$ cat src/rtl/mmio_trace_port.sv
// MMIO trace port: snoops core bus accesses in the 0x800 window into a FWFT FIFO
// and stops capturing once the halt address has been touched.
module mmio_trace_port #(
  parameter int          DEPTH     = 8,
  parameter logic [31:0] HALT_ADDR = 32'h00000FFC
) (
  input  logic        clk,
  input  logic        reset,
  input  logic [31:0] address,
  input  logic [31:0] data_out,
  input  logic [31:0] data_in,
  input  logic        we,
  output logic        trace_valid,
  input  logic        trace_ready,
  output logic        trace_we,
  output logic [31:0] trace_addr,
  output logic [31:0] trace_data,
  output logic [6:0]  level,
  output logic [15:0] drop_cnt,
  output logic        halted
);

  localparam int AW = $clog2(DEPTH);
  localparam logic [6:0]    FULL    = 7'(DEPTH);
  localparam logic [AW-1:0] PTR_ONE = AW'(1);

  generate
    if (DEPTH < 2 || DEPTH > 64 || (DEPTH & (DEPTH - 1)) != 0) begin : g_bad_depth
      $error("mmio_trace_port: DEPTH must be a power of two in 2..64");
    end
  endgenerate

  typedef enum logic {S_RUN, S_HALT} state_t;

  typedef struct packed {
    logic        we;
    logic [31:0] addr;
    logic [31:0] data;
  } rec_t;

  state_t        state_q, state_d;
  rec_t          mem [DEPTH];
  rec_t          head;
  logic [AW-1:0] wr_ptr, rd_ptr;
  logic          capture_en;
  logic          capture, push, pop, drop;

  // State register: reset returns to RUN from anywhere.
  // NOTE: sequential state uses non-blocking (<=) so every flop samples pre-edge values.
  always_ff @(posedge clk) begin
    if (reset) state_q <= S_RUN;
    else       state_q <= state_d;
  end

  // Next-state: the halt address is checked regardless of address[11].
  // NOTE: every signal assigned in always_comb gets a default first, so no latch is inferred.
  always_comb begin
    state_d = state_q;
    case (state_q)
      S_RUN:   if (address == HALT_ADDR) state_d = S_HALT;
      S_HALT:  state_d = S_HALT;
      default: state_d = S_RUN;
    endcase
  end

  // FSM outputs.
  always_comb begin
    halted     = 1'b0;
    capture_en = 1'b0;
    case (state_q)
      S_RUN:   capture_en = 1'b1;
      S_HALT:  halted     = 1'b1;
      default: capture_en = 1'b0;
    endcase
  end

  // A full FIFO still accepts a capture when the same edge pops an entry.
  always_comb begin
    capture = capture_en && address[11] && (address != HALT_ADDR);
    pop     = (level != 7'd0) && trace_ready;
    push    = capture && ((level != FULL) || pop);
    drop    = capture && (level == FULL) && !pop;
  end

  always_ff @(posedge clk) begin
    if (reset) begin
      wr_ptr   <= '0;
      rd_ptr   <= '0;
      level    <= '0;
      drop_cnt <= '0;
    end else begin
      if (push) wr_ptr <= wr_ptr + PTR_ONE;
      if (pop)  rd_ptr <= rd_ptr + PTR_ONE;
      case ({push, pop})
        2'b10:   level <= level + 7'd1;
        2'b01:   level <= level - 7'd1;
        default: level <= level;
      endcase
      if (drop && drop_cnt != 16'hFFFF) drop_cnt <= drop_cnt + 16'd1;
    end
  end

  // NOTE: the storage array has no reset; stale entries are never visible because
  // the outputs are forced to zero whenever level is zero.
  always_ff @(posedge clk) begin
    if (push && !reset) begin
      mem[wr_ptr] <= '{we: we, addr: address, data: (we ? data_out : data_in)};
    end
  end

  // First-word-fall-through: the head entry is shown combinationally.
  always_comb begin
    head        = mem[rd_ptr];
    trace_valid = (level != 7'd0);
    trace_we    = 1'b0;
    trace_addr  = '0;
    trace_data  = '0;
    if (trace_valid) begin
      trace_we   = head.we;
      trace_addr = head.addr;
      trace_data = head.data;
    end
  end

endmodule

$ cat config.mk
export PLATFORM = sky130hd
export DESIGN_NAME = mmio_trace_port
export DESIGN_NICKNAME = d
export VERILOG_FILES = /design/src/rtl/mmio_trace_port.sv
export SDC_FILE = /design/constraint.sdc
export NUM_CORES = 1
export LEC_CHECK = 0
export CAP_MARGIN = 20
export CORE_MARGIN = 3
export CORE_UTILIZATION = 62
export DETAILED_ROUTE_END_ITERATION = 10
export PLACE_DENSITY = 0.85
export SYNTH_ARGS = -nofsm -noshare
export SYNTH_HDL_FRONTEND = slang
export SYNTH_SLANG_ARGS = --single-unit
export TNS_END_PERCENT = 50
$ cat constraint.sdc
create_clock -name clk -period 13.1 [get_ports clk]
set_input_delay 1.31 -clock clk [delete_from_list [all_inputs] [get_ports clk]]
set_output_delay 1.31 -clock clk [all_outputs]
set_load 0.01 [all_outputs]
==> results of run 1 <==
==> layer usage <==
layer | vias to the layer above | GRT usage [%] | wire length [µm]
li1 | 4803 | - | -
met1 | 5895 | 36.22 | 18420
met2 | 572 | 43.19 | 24570
met3 | 86 | 4.180 | 3561
met4 | 2 | 7.394 | 1119
met5 | - | 0 | 20
==> cell usage after synthesis (all sizes together), types with 2 or more instances <==
cell,number,share of area [%]
a21oi,13,0.30
and3,3,0.086
and4,2,0.080
buf,27,0.50
clkbuf,28,0.48
dfxtp,33,3.0
edfxtp,520,72
ha,8,0.46
inv,5,0.086
mux2,34,1.8
mux2i,66,3.0
mux4,130,13
nand2,13,0.22
nand3,15,0.37
nand4,4,0.11
nor2,98,1.7
nor2b,5,0.14
nor3,7,0.16
nor3b,2,0.069
nor4,13,0.47
nor4b,2,0.080
o21ai,11,0.25
or3,2,0.057
xnor2,15,0.60
xor2,4,0.16
==> flip-flops by register name, summed over array words and instances, names as in the netlist, named ones only <==
| name | flops |
|---|---|
| state_q | 1 |
| level | 7 |
| rd_ptr | 3 |
| mem | 520 |
| drop_cnt | 16 |
| wr_ptr | 3 |
==> metrics by stage <==
step / setup slack (ps) / power (µW) / cells
floorplan: 3982 / 2766 / 1077
global placement: 7616 / 3352 / 1684
detailed placement: 7306 / 3374 / 1684
CTS: 6963 / 4836 / 1780
global route: 6672 / 4989 / 1781
finish: 7138 / 4806 / 1781
==> area by class of cell <==
class	count	share of cell area (%)
flip-flops and latches	553	62.83
well taps	455	2.196
multi-input cells	463	20.67
repair buffers	207	7.800
clock inverters	26	0.9363
inverters	6	0.08688
diodes	1	0.009653
clock buffers	70	5.478
==> worst register-to-register path, stage by stage (launching register included) <==
cell and delay, ps:
dfxtp_1 330, nor2b_1 290, o21ai_0 300, or3_1 600, nor2_4 840, buf_4 720
==> power by group through the flow <==
stage	sequential (µW)	clock (µW)	combinational, µW
6_report	2050	1470	1290
5_1_grt	2060	1550	1380
4_1_cts	2050	1480	1300
3_5_place_dp	2090	0	1280
3_3_place_gp	2090	0	1270
2_1_floorplan	2050	0	720
==> how the worst max path moves through the flow <==
stage	endpoint	slack (ps)	cells after the start
after floorplan	mem[0][0]$_DFFE_PP_	3980	5
after global placement	trace_data[21]	7620	6
after detailed placement	level[6]$_SDFFE_PP0P_	7310	13
after CTS	trace_data[17]	6960	6
after global routing	trace_data[17]	6670	6
final	trace_data[17]	7140	6
==> cell families (layout without fill, tap and decap cells) <==
logic type | Yosys count | count (layout) | share of synthesized area, %
DFF | 553 | 553 | 74.64
muxes | 230 | 230 | 18.21
and+or+nand+nor | 174 | 174 | 3.856
buffers and inverters | 61 | 309 | 1.090
AOI/OAI and AO/OA | 31 | 31 | 0.8837
xor gates and xnor gates | 19 | 19 | 0.7632
adders and majority gates | 9 | 9 | 0.5509
other | 0 | 1 | 0
==> impl_metrics.json, run 1 <==
{
  "p_leak_uw": 0.008003,
  "nNetsFinal": 1392,
  "slew_headroom_pct": 27.15,
  "slowest_delay_ps": 880,
  "swShare_pct": 27.23,
  "power_frac_seq_pct": 42.7,
  "rsz0062_at_grt": "false",
  "post_cts_buffers": 0,
  "clkTransAtPathRegs_ps": 70,
  "maxCapViolations": 0,
  "netlist_area_um2": 21800,
  "ys_seq_elements": 553,
  "cts_buffer_depth": 3,
  "io_buffer_count": 189,
  "fin_crit_sh_pct": 45.51,
  "drt-total-wl_um": 47700,
  "cp_max_fo": 50,
  "finalHoldViolCount": 0,
  "yosys_warnings": 0,
  "vias_per_cell": 6.377,
  "crit_family": "buffers and inverters",
  "worstPathBufferInverterCount": 3,
  "yosysUniqueCellTypes": 48,
  "grt_pass1_wl_um": 73480,
  "antenna_left": 0,
  "worstReg2RegStart": "state_q$_SDFF_PP0_",
  "seqCellArea_um2": 16290,
  "max_freq_mhz": 167.7,
  "status": "finished clean",
  "h-tree-depth": 2,
  "final_area_um2": 25920,
  "min-delay-path-class": "reg2reg",
  "die-width_um": 193.5,
  "numCtsBuffers": 52,
  "slew_viol_final": 0,
  "fin_skew_ps": 25.87,
  "mostFrequentLayoutCells": "520 x edfxtp_1, 188 x clkdlybuf4s50_1, 130 x mux4_2",
  "crit_required_ps": 11790,
  "dieArea_um2": 37460,
  "initial_core_util_pct": 62.97,
  "nFillCells": 1860,
  "worst_pin_slew_ps": 1093,
  "grt_max_degree": 74,
  "ir_drop_v": 0.0001565,
  "timing.rr.end": "mem[4][59]$_DFFE_PP_",
  "cts_tree": "yes",
  "grt_antenna_before_repair": 2,
  "setup_violations": 0,
  "hold_start": "drop_cnt[11]$_SDFFE_PP0P_",
  "synthCells": 1077,
  "cts_resized": 0,
  "multi_input_area_um2": 5358,
  "hold-path-cell-count": 2,
  "whs_ps": 512.8,
  "drt-initial-drc-count": 1099,
  "drive_above_1_share_pct": 20.23,
  "fin_tns_setup_ps": 0,
  "combPwrFrac_pct": 26.8,
  "vias": 11360,
  "layout_commonest_cell": "edfxtp_1",
  "fin_util_pct": 74.86,
  "cp_slowest_cell": "buf_4",
  "place_hpwl_um": 25140,
  "grt_overflow": 0,
  "reg2reg_slack_ps": 9640,
  "dr.pass1.iters": 5,
  "area_growth_pct": 18.89,
  "seq_area_frac_synth_pct": 74.64,
  "r2r_cells": 5,
  "switching_power_uw": 1309,
  "wl_per_cell_um": 26.78,
  "finalCriticalPeriod_ps": 5962,
  "ys.flop_type": "edfxtp_1",
  "grt_pass1_vias": 12020,
  "synth-async-reset-ratio_pct": 0,
  "io_pins": 190,
  "cts_hold_buffers": 0,
  "power_frac_clock_pct": 30.5,
  "path_cells": "buf_4, buf_4, mux4_2, mux2i_1, nor2_1, clkdlybuf4s50_1",
  "synth_area_per_cell_um2": 20.25,
  "num_rows": 68,
  "clk_latency_ps": 560,
  "min_to": "drop_cnt[11]$_SDFFE_PP0P_",
  "power_density_nw_per_um2": 185.4,
  "root_buffer": "clkbuf_16",
  "synth_nets": 1186,
  "dpl-instance-area_um2": 24260,
  "route.detailed.drc": 0,
  "startpoint_type": "flop",
  "routabilityCongestion": 0.8121,
  "core_um2": 34630,
  "die-height_um": 193.5,
  "p_int_uw": 3497,
  "synth-edff-count": 520,
  "cp-end-kind": "primary output",
  "cp_data_arrival_time_ps": 4650,
  "timing.critical_path.mode_cell": "buf_4",
  "grt_usage_pct": 25.83,
  "worstSetupPathType": "reg2out",
  "cts_sinks": 553
}
No activity file was read; power rests on OpenSTA's default activity.
==> run 2: changes to the inputs <==
CORE_UTILIZATION = 52   (was 62)
PLACE_DENSITY = 0.76   (was 0.85)
clock period = 4.95 ns   (was 13.1 ns; I/O delays follow)
==> impl_metrics.json, run 2 (synthesis results as in run 1) <==
{
  "status": "finished clean",
  "ir_drop_v": 0.0004942,
  "h-tree-depth": 2,
  "crit_required_ps": 4450,
  "cp_max_fo": 65,
  "fin_skew_ps": 12.03,
  "p_leak_uw": 0.008043,
  "nNetsFinal": 1404,
  "num_rows": 74,
  "worstSetupPathType": "reg2out",
  "cp_data_arrival_time_ps": 3370,
  "area_growth_pct": 19.89,
  "vias_per_cell": 5.809,
  "layout_commonest_cell": "edfxtp_1",
  "mostFrequentLayoutCells": "520 x edfxtp_1, 188 x clkdlybuf4s50_1, 130 x mux4_2",
  "grt_usage_pct": 20.30,
  "maxCapViolations": 0,
  "dieArea_um2": 44430,
  "antenna_left": 0,
  "setup_violations": 0,
  "drt-total-wl_um": 44210,
  "numCtsBuffers": 52,
  "grt_antenna_before_repair": 3,
  "dr.pass1.iters": 5,
  "max_freq_mhz": 258.7,
  "largestRegisters": "mem x520, drop_cnt x16, level x7",
  "finalHoldViolCount": 0,
  "finalNonFillerCells": 1870,
  "rsz0062_at_grt": "false",
  "power_density_nw_per_um2": 482.1,
  "die-width_um": 210.8,
  "drive_above_1_share_pct": 21.03,
  "grt_pass1_vias": 11530,
  "grt_overflow": 0,
  "post_cts_buffers": 0,
  "cts_hold_buffers": 0,
  "grt_pass1_wl_um": 68280,
  "r2r_cells": 12,
  "hold-path-cell-count": 2,
  "clkTransAtPathRegs_ps": 60,
  "grt_max_degree": 66,
  "dp.cells": 1773,
  "cts_resized": 0,
  "drt-initial-drc-count": 849,
  "min-delay-path-class": "reg2reg",
  "root_buffer": "clkbuf_16",
  "startpoint_type": "flop",
  "io_pins": 190,
  "routabilityCongestion": 0.7524,
  "initial_core_util_pct": 53.04,
  "cts_tree": "yes",
  "core_um2": 41110,
  "slew_headroom_pct": 26.01,
  "clk_latency_ps": 580,
  "finalCriticalPeriod_ps": 3865,
  "route.detailed.drc": 0,
  "wl_per_cell_um": 23.64,
  "slew_viol_final": 0,
  "fin_crit_sh_pct": 78.08,
  "worst_pin_slew_ps": 1110,
  "cts_sinks": 553,
  "io_buffer_count": 189,
  "largest_reg_flops": 520,
  "whs_ps": 475.5,
  "vias": 10860,
  "die-height_um": 210.8,
  "top_register": "mem",
  "cp-end-kind": "primary output",
  "cts_buffer_depth": 3,
  "place_hpwl_um": 25720
}
-- run 2: changes by cell type in the layout (fill, tap and decap cells not counted), moves of 2 or more --
cell	delta
nor4_4	+2
nor4_2	-2
buf_12	+6
clkbuf_8	-3
clkinvlp_4	+3
buf_4	+6
clkinv_1	-2
bufinv_16	-2
-- run 2: worst paths after layout --
kind,start,to,slack (ps)
worst min register to register,rd_ptr[1]$_SDFFE_PP0N_,flop,480
worst min-delay path,rd_ptr[1]$_SDFFE_PP0N_,flop,480
worst max register to register,level[5]$_SDFFE_PP0P_,level[6]$_SDFFE_PP0P_,1690
worst max-delay path,level[5]$_SDFFE_PP0P_,trace_addr[17],1080
-- run 2: worst max-delay path, cell delays in order (launching register included) --
cell and delay [ps]:
dfxtp_1 350, or4_4 570, nor4_4 190, buf_4 780
nor2_1 290, clkdlybuf4s50_1 570
-- run 2: final cells by class --
class	count	area, µm²
Sequential cell	553	16290
Fill cell	2802	14970
Multi-Input combinational cell	463	5375
Timing Repair Buffer	219	2187
Clock buffer	67	1379
Tap cell	532	665.6
Clock inverter	28	220.2
Inverter	6	22.52
Antenna cell	2	5.005
-- run 2: per-stage QoR --
step / area, µm² / utilization, % / worst slack [ps] / power, µW / TNS [ps]
after floorplan: 21830 / - / -416.4 / 7315 / -27060
after global placement: 24540 / 59.69 / 757.1 / 8993 / 0
after detailed placement: 24540 / 59.69 / 683.7 / 9039 / 0
after CTS: 26140 / 63.58 / 1004 / 12770 / 0
after global routing: 26140 / 63.59 / 854.1 / 13150 / 0
final: 26140 / 63.59 / 1085 / 12600 / 0
-- run 2: metal layers --
layer	track usage (%)	part of all wire, %	vias to the layer above
met2	32.78	49	362
met1	28.88	42	5614
met3	3.594	6.2	61
met5	0	0	-
li1	-	-	4826
met4	6.374	2.4	0
-- run 2: power breakdown --
part | total (µW) | switching, µW | internal (µW)
registers | 5440 | 189 | 5250
clock network | 3730 | 1610 | 2120
logic | 3430 | 1660 | 1780
total | 12600 | 3460 | 9150
==> run 3: changes to the inputs <==
CORE_UTILIZATION = 58   (was 52)
PLACE_DENSITY = 0.8   (was 0.76)
clock period = 4 ns   (was 4.95 ns; I/O delays follow)
==> impl_metrics.json, run 3 (synthesis results as in run 1) <==
{
  "status": "finished clean",
  "cts_buffer_depth": 3,
  "vias": 11100,
  "grt_antenna_before_repair": 2,
  "worst_pin_slew_ps": 989.3,
  "clk_latency_ps": 580,
  "vias_per_cell": 5.963,
  "hold-path-cell-count": 2,
  "combPwrFrac_pct": 27.3,
  "grt_usage_pct": 23.39,
  "rsz0062_at_grt": "false",
  "nNetsFinal": 1422,
  "die-width_um": 199.9,
  "mostFrequentLayoutCells": "520 x edfxtp_1, 188 x clkdlybuf4s50_1, 130 x mux4_2",
  "cp_data_arrival_time_ps": 3320,
  "switching_power_uw": 4348,
  "layout_setup_ws_ps": 280.8,
  "slew_headroom_pct": 34.05,
  "worstReg2RegStart": "level[6]$_SDFFE_PP0P_",
  "swShare_pct": 27.24,
  "power_frac_clock_pct": 30.9,
  "grt_max_degree": 66,
  "cts_sinks": 553,
  "root_buffer": "clkbuf_16",
  "drt-total-wl_um": 45640,
  "initial_core_util_pct": 59.13,
  "post_cts_buffers": 0,
  "nFillCells": 2199,
  "maxCapViolations": 0,
  "io_pins": 190,
  "ir_drop_v": 0.0004717,
  "grt_overflow": 0,
  "whs_ps": 476.8,
  "worstSetupPathType": "reg2out",
  "top_register": "mem",
  "timing.rr.end": "level[6]$_SDFFE_PP0P_",
  "fin_crit_sh_pct": 92.98,
  "place_ws_ps": 158.4,
  "finalNonFillerCells": 1861,
  "wl_per_cell_um": 24.52,
  "routabilityCongestion": 0.7924,
  "grt_pass1_wl_um": 69350,
  "reg2reg_slack_ps": 940,
  "cts_hold_buffers": 0,
  "crit_required_ps": 3600,
  "antenna_left": 0,
  "multi_input_area_um2": 5375,
  "io_buffer_count": 189,
  "h-tree-depth": 2,
  "cts_resized": 0,
  "die-height_um": 199.9,
  "slew_viol_final": 0,
  "p_leak_uw": 0.008242,
  "setup_violations": 0,
  "grt_pass1_vias": 11660,
  "min-delay-path-class": "reg2reg",
  "numCtsBuffers": 52,
  "drt-initial-drc-count": 960,
  "startpoint_type": "flop",
  "max_freq_mhz": 268.9,
  "power_density_nw_per_um2": 603.0,
  "cp_max_fo": 65,
  "cts_tree": "yes",
  "dr.pass1.iters": 4,
  "seqCellArea_um2": 16290,
  "area_growth_pct": 21.39,
  "clkTransAtPathRegs_ps": 60,
  "hold_start": "rd_ptr[1]$_SDFFE_PP0N_",
  "drive_above_1_share_pct": 22.79,
  "dp.cells": 1763,
  "power_frac_seq_pct": 41.8,
  "dieArea_um2": 39960,
  "place_hpwl_um": 26000,
  "core_um2": 36870,
  "p_int_uw": 11610,
  "finalHoldViolCount": 0,
  "route.detailed.drc": 0,
  "num_rows": 70,
  "largest_reg_flops": 520,
  "layout_commonest_cell": "edfxtp_1",
  "cp-end-kind": "primary output",
  "fin_skew_ps": 20.86,
  "largestRegisters": "mem x520, drop_cnt x16, level x7",
  "r2r_cells": 12,
  "finalCriticalPeriod_ps": 3719
}
## run 3: routing by layer
metal / vias to the layer above / GRT usage, % / wire length, µm
met4: 2 / 7.676 / 1202
li1: 4873 / - / -
met2: 390 / 39.64 / 23490
met3: 83 / 3.693 / 2779
met1: 5749 / 31.89 / 18150
met5: - / 0 / 13
## run 3: layout make-up
class                           count  area share, %
Antenna cell                        1       0.009454
Timing Repair Buffer              237          9.152
Inverter                            6        0.08509
Multi-Input combinational cell    463          20.31
Clock inverter                     31          1.177
Sequential cell                   553          61.53
Tap cell                          504          2.383
Clock buffer                       66          5.351
## run 3: metrics by stage
step	instance area (µm²)	setup TNS [ps]	util [%]	power, µW
6_report	26470	0	71.78	15960
5_1_grt	26470	0	71.78	16590
4_1_cts	26470	0	71.77	16120
3_5_place_dp	24740	0	67.09	11190
3_3_place_gp	24740	0	67.09	11120
2_1_floorplan	21840	-183640	-	9053
## run 3: worst max-delay path by stage
stage | startpoint | end | slack [ps] | cells past startpoint
after detailed placement | address[13] | level[6]$_SDFFE_PP0P_ | 160 | 14
final | level[6]$_SDFFE_PP0P_ | trace_addr[13] | 280 | 5
after floorplan | address[10] | mem[2][0]$_DFFE_PP_ | -670 | 5
after global routing | level[5]$_SDFFE_PP0P_ | trace_addr[11] | 140 | 5
after global placement | address[26] | level[6]$_SDFFE_PP0P_ | 240 | 13
after CTS | level[6]$_SDFFE_PP0P_ | trace_addr[17] | 250 | 5
## run 3: power by group through the flow
stage          clock network [µW]  logic [µW]  registers, µW
6_report                     4930        4350           6680
5_1_grt                      5220        4670           6700
4_1_cts                      5010        4430           6680
3_5_place_dp                    0        4390           6800
3_3_place_gp                    0        4330           6790
2_1_floorplan                   0        2360           6690
## run 3: worst max-delay path: stages (launching register included)
cell,delay [ps]
dfxtp_1,330
or4_4,580
nor4_4,180
buf_4,800
nor2_1,250
clkdlybuf4s50_1,550
